==> config.mk <==
export PLATFORM = sky130hd
export DESIGN_NAME = conv3x3_filter
export DESIGN_NICKNAME = d
export VERILOG_FILES = /design/src/rtl/conv3x3_filter_pkg.sv /design/src/rtl/conv3x3_filter_sat.sv /design/src/rtl/conv3x3_filter.sv
export SDC_FILE = /design/constraint.sdc
export NUM_CORES = 2
export LEC_CHECK = 0
export BUFFER_PORTS_ARGS = -buffer_cell sky130_fd_sc_hd__buf_2
export CORE_AREA = 2 2 252 254
export DETAILED_ROUTE_END_ITERATION = 6
export DIE_AREA = 0 0 254 256
export PLACE_DENSITY = 0.79
export SLEW_MARGIN = 20
export SYNTH_ARGS = -nofsm -noshare
export SYNTH_HDL_FRONTEND = slang
export SYNTH_SLANG_ARGS = --single-unit
==> constraint.sdc <==
create_clock -name clk -period 4.2 [get_ports clk]
set_input_delay 0.21 -clock clk [delete_from_list [all_inputs] [get_ports clk]]
set_output_delay 0.21 -clock clk [all_outputs]
set_load 0.01 [all_outputs]
==> src/rtl/conv3x3_filter_pkg.sv <==
// conv_pkg: shared widths, config addresses and reset defaults for the
// conv3x3_filter pipeline and its saturation helper.
//   COEF_W          signed kernel coefficient width
//   PROD_W/ROW_W/SUM_W  product, row-sum and full-sum widths (17/19/21)
//   CFG_ADDR_SHIFT  config address of the normalising shift register
//   identity_coef() reset kernel: centre tap 1, all others 0
package conv_pkg;
   localparam int COEF_W     = 8;
   localparam int N_TAPS     = 9;
   localparam int CENTRE_TAP = 4;
   // {1'b0,pixel} is 9 bits signed; each adder level grows by 2 bits
   localparam int PROD_W     = COEF_W + 9;
   localparam int ROW_W      = PROD_W + 2;
   localparam int SUM_W      = ROW_W + 2;

   localparam logic [3:0] CFG_ADDR_SHIFT = 4'd9;
   localparam logic [3:0] SHIFT_RESET    = 4'd0;

   function automatic logic signed [COEF_W-1:0] identity_coef(input int tap);
      return (tap == CENTRE_TAP) ? COEF_W'(1) : '0;
   endfunction
endpackage

==> src/rtl/conv3x3_filter_sat.sv <==
// conv_sat_u8: combinational arithmetic right shift of the full kernel sum
// followed by a clamp to the unsigned 8-bit pixel range.
//   sum   in  SUM_W signed  full 3x3 sum
//   shift in  4             arithmetic right shift amount
//   pixel out 8             clamped result, 0..255
module conv_sat_u8
   import conv_pkg::*;
(
   input  logic signed [SUM_W-1:0] sum,
   input  logic        [3:0]       shift,
   output logic        [7:0]       pixel
);

   logic signed [SUM_W-1:0] shifted;

   always_comb begin
      shifted = sum >>> shift;
      if (shifted[SUM_W-1]) begin
         pixel = 8'd0;
      end else if (shifted > SUM_W'(255)) begin
         pixel = 8'hFF;
      end else begin
         pixel = shifted[7:0];
      end
   end

endmodule

==> src/rtl/conv3x3_filter.sv <==
// conv3x3_filter: three-stage pipelined 3x3 convolution with loadable signed
// kernel, shift normalisation, 8-bit saturation and a frame pixel counter.
//   clk, rst_n        clock, asynchronous active-low reset
//   start             synchronous frame restart (flush S2/S3, clear counter)
//   in_valid, p1..p9  window handshake and pixels (row-major, p5 centre)
//   cfg_we/addr/data  kernel (addr 0..8) and shift (addr 9) writes
//   out_valid         pixel_out valid, exactly 3 cycles after in_valid
//   pixel_out         filtered pixel, holds when out_valid=0
//   frame_done        one-cycle pulse with the last pixel of a frame
//   busy              any pipeline stage holds valid data
// Handshake: valid-only, no backpressure; every in_valid cycle is accepted
// and produces one out_valid three cycles later unless start intervenes.
module conv3x3_filter
   import conv_pkg::*;
#(
   parameter int FRAME_PIXELS = 65536,
   parameter int CNT_W        = 17
)
(
   input  logic              clk,
   input  logic              rst_n,
   input  logic              start,
   input  logic              in_valid,
   input  logic [7:0]        p1,
   input  logic [7:0]        p2,
   input  logic [7:0]        p3,
   input  logic [7:0]        p4,
   input  logic [7:0]        p5,
   input  logic [7:0]        p6,
   input  logic [7:0]        p7,
   input  logic [7:0]        p8,
   input  logic [7:0]        p9,
   input  logic              cfg_we,
   input  logic [3:0]        cfg_addr,
   input  logic [COEF_W-1:0] cfg_data,
   output logic              out_valid,
   output logic [7:0]        pixel_out,
   output logic              frame_done,
   output logic              busy
);

   localparam logic [CNT_W-1:0] LAST_PIX = CNT_W'(FRAME_PIXELS - 1);

   logic        [7:0]        pix   [N_TAPS];
   logic signed [COEF_W-1:0] coef  [N_TAPS];
   logic        [3:0]        shift;
   logic signed [PROD_W-1:0] prod  [N_TAPS];
   logic signed [ROW_W-1:0]  row   [3];
   logic signed [SUM_W-1:0]  total;
   logic        [7:0]        sat_pixel;
   logic                     s1_valid;
   logic                     s2_valid;
   logic        [CNT_W-1:0]  pix_cnt;

   assign pix[0] = p1;
   assign pix[1] = p2;
   assign pix[2] = p3;
   assign pix[3] = p4;
   assign pix[4] = p5;
   assign pix[5] = p6;
   assign pix[6] = p7;
   assign pix[7] = p8;
   assign pix[8] = p9;

   // Configuration registers; addresses 10..15 fall through untouched.
   always_ff @(posedge clk or negedge rst_n) begin
      if (!rst_n) begin
         for (int i = 0; i < N_TAPS; i++) coef[i] <= identity_coef(i);
         shift <= SHIFT_RESET;
      end else if (cfg_we) begin
         for (int i = 0; i < N_TAPS; i++) begin
            if (cfg_addr == 4'(i)) coef[i] <= cfg_data;
         end
         if (cfg_addr == CFG_ADDR_SHIFT) shift <= cfg_data[3:0];
      end
   end

   // S1: products. A start does not block the window arriving with it.
   always_ff @(posedge clk or negedge rst_n) begin
      if (!rst_n) begin
         s1_valid <= 1'b0;
         for (int i = 0; i < N_TAPS; i++) prod[i] <= '0;
      end else begin
         s1_valid <= in_valid;
         if (in_valid) begin
            for (int i = 0; i < N_TAPS; i++)
               prod[i] <= PROD_W'(signed'({1'b0, pix[i]})) * PROD_W'(coef[i]);
         end
      end
   end

   // S2: row sums. The window leaving S1 while start is high is discarded.
   always_ff @(posedge clk or negedge rst_n) begin
      if (!rst_n) begin
         s2_valid <= 1'b0;
         for (int r = 0; r < 3; r++) row[r] <= '0;
      end else begin
         s2_valid <= s1_valid && !start;
         if (s1_valid) begin
            for (int r = 0; r < 3; r++)
               row[r] <= ROW_W'(prod[3*r]) + ROW_W'(prod[3*r+1]) + ROW_W'(prod[3*r+2]);
         end
      end
   end

   assign total = SUM_W'(row[0]) + SUM_W'(row[1]) + SUM_W'(row[2]);

   // The shift register is sampled here, so it applies at the S2->S3 edge.
   conv_sat_u8 u_sat (
      .sum   (total),
      .shift (shift),
      .pixel (sat_pixel)
   );

   // S3: output register and frame counter; start wins over frame_done.
   always_ff @(posedge clk or negedge rst_n) begin
      if (!rst_n) begin
         out_valid  <= 1'b0;
         pixel_out  <= 8'd0;
         frame_done <= 1'b0;
         pix_cnt    <= '0;
      end else if (start) begin
         out_valid  <= 1'b0;
         frame_done <= 1'b0;
         pix_cnt    <= '0;
      end else begin
         out_valid  <= s2_valid;
         frame_done <= 1'b0;
         if (s2_valid) begin
            pixel_out <= sat_pixel;
            if (pix_cnt == LAST_PIX) begin
               frame_done <= 1'b1;
               pix_cnt    <= '0;
            end else begin
               pix_cnt <= pix_cnt + CNT_W'(1);
            end
         end
      end
   end

   assign busy = s1_valid | s2_valid | out_valid;

endmodule

==> summary by stage <==
Outcome
The run finished, with violations left. The checks that failed: setup timing.

Synth
The cell taking the most area after synthesis is sky130_fd_sc_hd__fa_1. For this run, the number of Yosys warnings is 0. The commonest cells after synthesis are 608 x sky130_fd_sc_hd__inv_1, 458 x sky130_fd_sc_hd__ha_1, 407 x sky130_fd_sc_hd__fa_1. The gate count after technology mapping is 3774. The mean cell area of the mapped netlist is 9.69 sq um. Synthesis inferred 315 register bits. The most frequently used flop master after synthesis is sky130_fd_sc_hd__dfrtp_1. By instance count, the leading cell after synthesis is sky130_fd_sc_hd__inv_1. Sequential cells were found to cover 21.6% of the synthesized design area. By area the synthesized netlist is led by sky130_fd_sc_hd__fa_1 22%, sky130_fd_sc_hd__dfrtp_1 21%, sky130_fd_sc_hd__ha_1 16%. The top cell type by area accounts for 22.3% of the synthesized area. The number of flops mapped to enable cells by yosys is 0.

The post-synthesis instance area is 36600 sq um. After synthesis, the netlist uses 79 different library cells. Synthesis produced a netlist with a net count of 4728.

Counting flops with an async set or reset pin after synthesis yields a share of 100%.

Setup path
The launch point of the worst reg-to-reg path is coef[1]. The worst setup path is captured at a flop. The required time at the worst-slack endpoint is 4620 ps. The reg-to-reg critical path endpoint is prod[16]. The peak fanout along the critical path is 5.

STA classifies the critical path startpoint as a flop. The worst setup path is of the flop to flop kind. The path depth of the worst reg2reg path is 20.

Data on the critical path arrives at its endpoint at 5210 ps. Setup slack on the worst reg-to-reg path comes out at -590 ps.

Cells and area
In the final design database the tool counted 5209 nets. After filler insertion, the fill cell instance count of the layout stands at 4077. The post-route core utilization is 71.7%. The share of post-route cells with drive strength above 1 is 29.3%. The area added between synthesis and finish is 22.3%.

Detailed routing
Using the TritonRoute via totals, the vias-per-cell ratio works out to 5.76. The iteration count of the initial detailed-routing pass is 6. The number of vias after detailed routing is 29600.

The detail route stage leaves a number of antenna-violating nets equal to 0. The number of design rule violations left after detail routing is 0. The detailed-route wire length per cell is 20.0 um. The detailed-route wire length is 103 mm.

For this block, the initial DRC count from the detailed router was 2023.

Flow run
The count of maximum capacitance violations is 0.

CTS
The clock tree from TritonCTS is built. The root cell of the clock tree is sky130_fd_sc_hd__clkbuf_16. The number of clock sinks is 315. The H-tree generated during clock tree synthesis spans 2 levels.

Counting along the longest clock path gives a buffer depth of 3. The number of buffers created by CTS is 40. The later-pin clock latency in the skew report is 580 ps. The register clock-pin slew on the reported worst setup and hold paths is 60 ps.

Global routing
The overall routing resource usage is 30.1%. The largest net degree at the start of global routing is 98. The number of antenna violations at the first check in global routing came to 5. The global-route wire length before repair is 157 mm. Global routing finished with a remaining overflow of 0. The via count of the first global-routing pass is 30900.

Timing
The time the worst path needs with I/O delays and setup is 4790 ps. The worst max-slew margin expressed relative to the limit is 36.2%. The final cycle utilization of the critical path is 114%. In the post-route analysis, the smallest setup slack over all paths is -588 ps. The final hold violation count is 0. The count of final setup violators is 61. Between clock sinks in the finished design, the worst skew comes to 34.6 ps. Setup repair after global routing could not meet its margin everywhere. The maximum frequency from static timing analysis is 0.209 GHz. The number of max-slew violations in the final report is 0. At the pin with the least slew margin, the transition time is 957 ps.

Min path
The worst hold path passes through 4 cells. The path category of the worst min-delay check is input pin to flop. The worst hold path endpoint is prod[0]. The startpoint of the lowest-slack hold path is p9[0].

Floorplanning
The core footprint is 62400 sq um. The overall die width is 254 um. The die is 256 um tall. The floorplan has 92 rows.

The total die area is 65000 sq um. The number of top-level pins is 100. Once the floorplan was initialized, standard cells occupied 58.6% of the core.

Placed design
The final HPWL from detailed placement is 68.8 mm. The quantity of I/O buffers inserted on ports is 99. At the end of routability-driven placement, the weighted congestion stood at 0.925.
==> sequential cells by signal, indices dropped and copies added, names as in the netlist <==
signal and cells:
s1_valid 1, s2_valid 1, row 57, coef 72, frame_done 1, shift 4
pix_cnt 17, out_valid 1, pixel_out 8, prod 153
==> cell families after synthesis <==
logic type	after synthesis	share of synthesized area (%)
fa+ha+maj	865	38.0
buf+inv	691	7.14
xor+xnor	143	3.43
flops	315	21.6
mux	218	6.68
compound gates	491	8.72
simple gates	1051	14.5
==> layer usage <==
metal / global-route usage (%) / vias to the layer above / share of wire, % / wire length (um)
met5: 0 / - / 0.017 / 17
met4: 11.1 / 2 / 5.1 / 5270
met1: 38.8 / 14800 / 39 / 39900
met3: 5.00 / 366 / 7.1 / 7310
met2: 51.0 / 1168 / 49 / 50300
li1: - / 13300 / - / -
==> cell usage in the layout, fill, tap and decap left out, types with 20 or more instances in the layout <==
master                      count
sky130_fd_sc_hd__fa_2          25
sky130_fd_sc_hd__and2_4        42
sky130_fd_sc_hd__mux2i_1       29
sky130_fd_sc_hd__nand2_1      272
sky130_fd_sc_hd__a21o_1        43
sky130_fd_sc_hd__xnor2_1      112
sky130_fd_sc_hd__buf_2         97
sky130_fd_sc_hd__nor3_1        43
sky130_fd_sc_hd__nor2_1       170
sky130_fd_sc_hd__ha_4          47
sky130_fd_sc_hd__and3_1        22
sky130_fd_sc_hd__nand3_1       40
sky130_fd_sc_hd__dfrtp_1      272
sky130_fd_sc_hd__o21ai_0      107
sky130_fd_sc_hd__ha_1         396
sky130_fd_sc_hd__nand2b_1      54
sky130_fd_sc_hd__fa_1         382
sky130_fd_sc_hd__clkbuf_16     41
sky130_fd_sc_hd__a21oi_1       69
sky130_fd_sc_hd__buf_6         41
sky130_fd_sc_hd__dfrtp_2       41
sky130_fd_sc_hd__o21ai_2       31
sky130_fd_sc_hd__xor2_1        20
sky130_fd_sc_hd__a21boi_2      21
sky130_fd_sc_hd__inv_2         81
sky130_fd_sc_hd__and2_1       261
sky130_fd_sc_hd__buf_4        376
sky130_fd_sc_hd__mux2_4        34
sky130_fd_sc_hd__inv_1        526
sky130_fd_sc_hd__nand2_2       23
sky130_fd_sc_hd__mux2_2       153
sky130_fd_sc_hd__a21oi_2       30
==> worst max-delay path: stages, from the launching register on <==
cell	delay, ps
sky130_fd_sc_hd__dfrtp_1	440
sky130_fd_sc_hd__nand2_1	100
sky130_fd_sc_hd__fa_1	470
sky130_fd_sc_hd__fa_1	530
sky130_fd_sc_hd__inv_1	80
sky130_fd_sc_hd__fa_1	580
sky130_fd_sc_hd__inv_2	60
sky130_fd_sc_hd__fa_1	530
sky130_fd_sc_hd__inv_2	70
sky130_fd_sc_hd__ha_4	240
sky130_fd_sc_hd__buf_6	120
sky130_fd_sc_hd__o21ai_4	70
sky130_fd_sc_hd__a21boi_4	80
sky130_fd_sc_hd__o21ai_2	180
sky130_fd_sc_hd__a21boi_2	90
sky130_fd_sc_hd__o21ai_2	180
sky130_fd_sc_hd__a21oi_2	100
sky130_fd_sc_hd__buf_4	150
sky130_fd_sc_hd__o41ai_4	260
sky130_fd_sc_hd__xnor2_1	190
sky130_fd_sc_hd__a21oi_1	90
==> how the worst max path moves through the flow <==
stage,slack [ps],endpoint,start,cells after the start
after floorplan,-200,prod[100],coef[42],19
after global placement,-360,prod[101],coef[42],18
after detailed placement,-430,prod[101],coef[42],18
after CTS,-350,prod[16],coef[1],20
after global routing,-730,prod[16],coef[1],20
final,-590,prod[16],coef[1],20
==> through the flow <==
| step | instances | hold WS (ps) | worst slack [ps] | TNS [ps] | area (sq um) |
|---|---|---|---|---|---|
| final | 5140 | 102 | -588 | -15740 | 44700 |
| after CTS | 5094 | 77.0 | -348 | -8440 | 43400 |
| after floorplan | 3774 | -85.6 | -198 | -1660 | 37000 |
| after global placement | 4938 | 308 | -355 | -9410 | 40500 |
| after detailed placement | 4938 | 319 | -434 | -13120 | 40500 |
| after global routing | 5137 | 129 | -728 | -23160 | 44700 |
==> what timing repair did <==
| action | CTS | global route |
|---|---|---|
| hold endpoints to repair | 100 | 0 |
| pin swaps | 161 | 161 |
| setup buffers | 82 | 61 |
| endpoints found under the setup margin | 53 | 74 |
| hold buffers | 2 | 0 |
| resized for setup | 248 | 274 |
==> area by class of cell <==
class	instances	area (sq um)	share of cell area, %
Multi-Input combinational cell	2768	28200	63.0
Sequential cell	315	7940	17.8
Timing Repair Buffer	519	3840	8.60
Inverter	611	2300	5.14
Clock buffer	54	1140	2.56
Tap cell	846	1060	2.37
Clock inverter	20	254	0.568
Antenna cell	7	17.5	0.0392
Power is left out: the tool's default activity adds up to more than one toggle a clock period on the data nets, which glitch-free logic cannot reach.
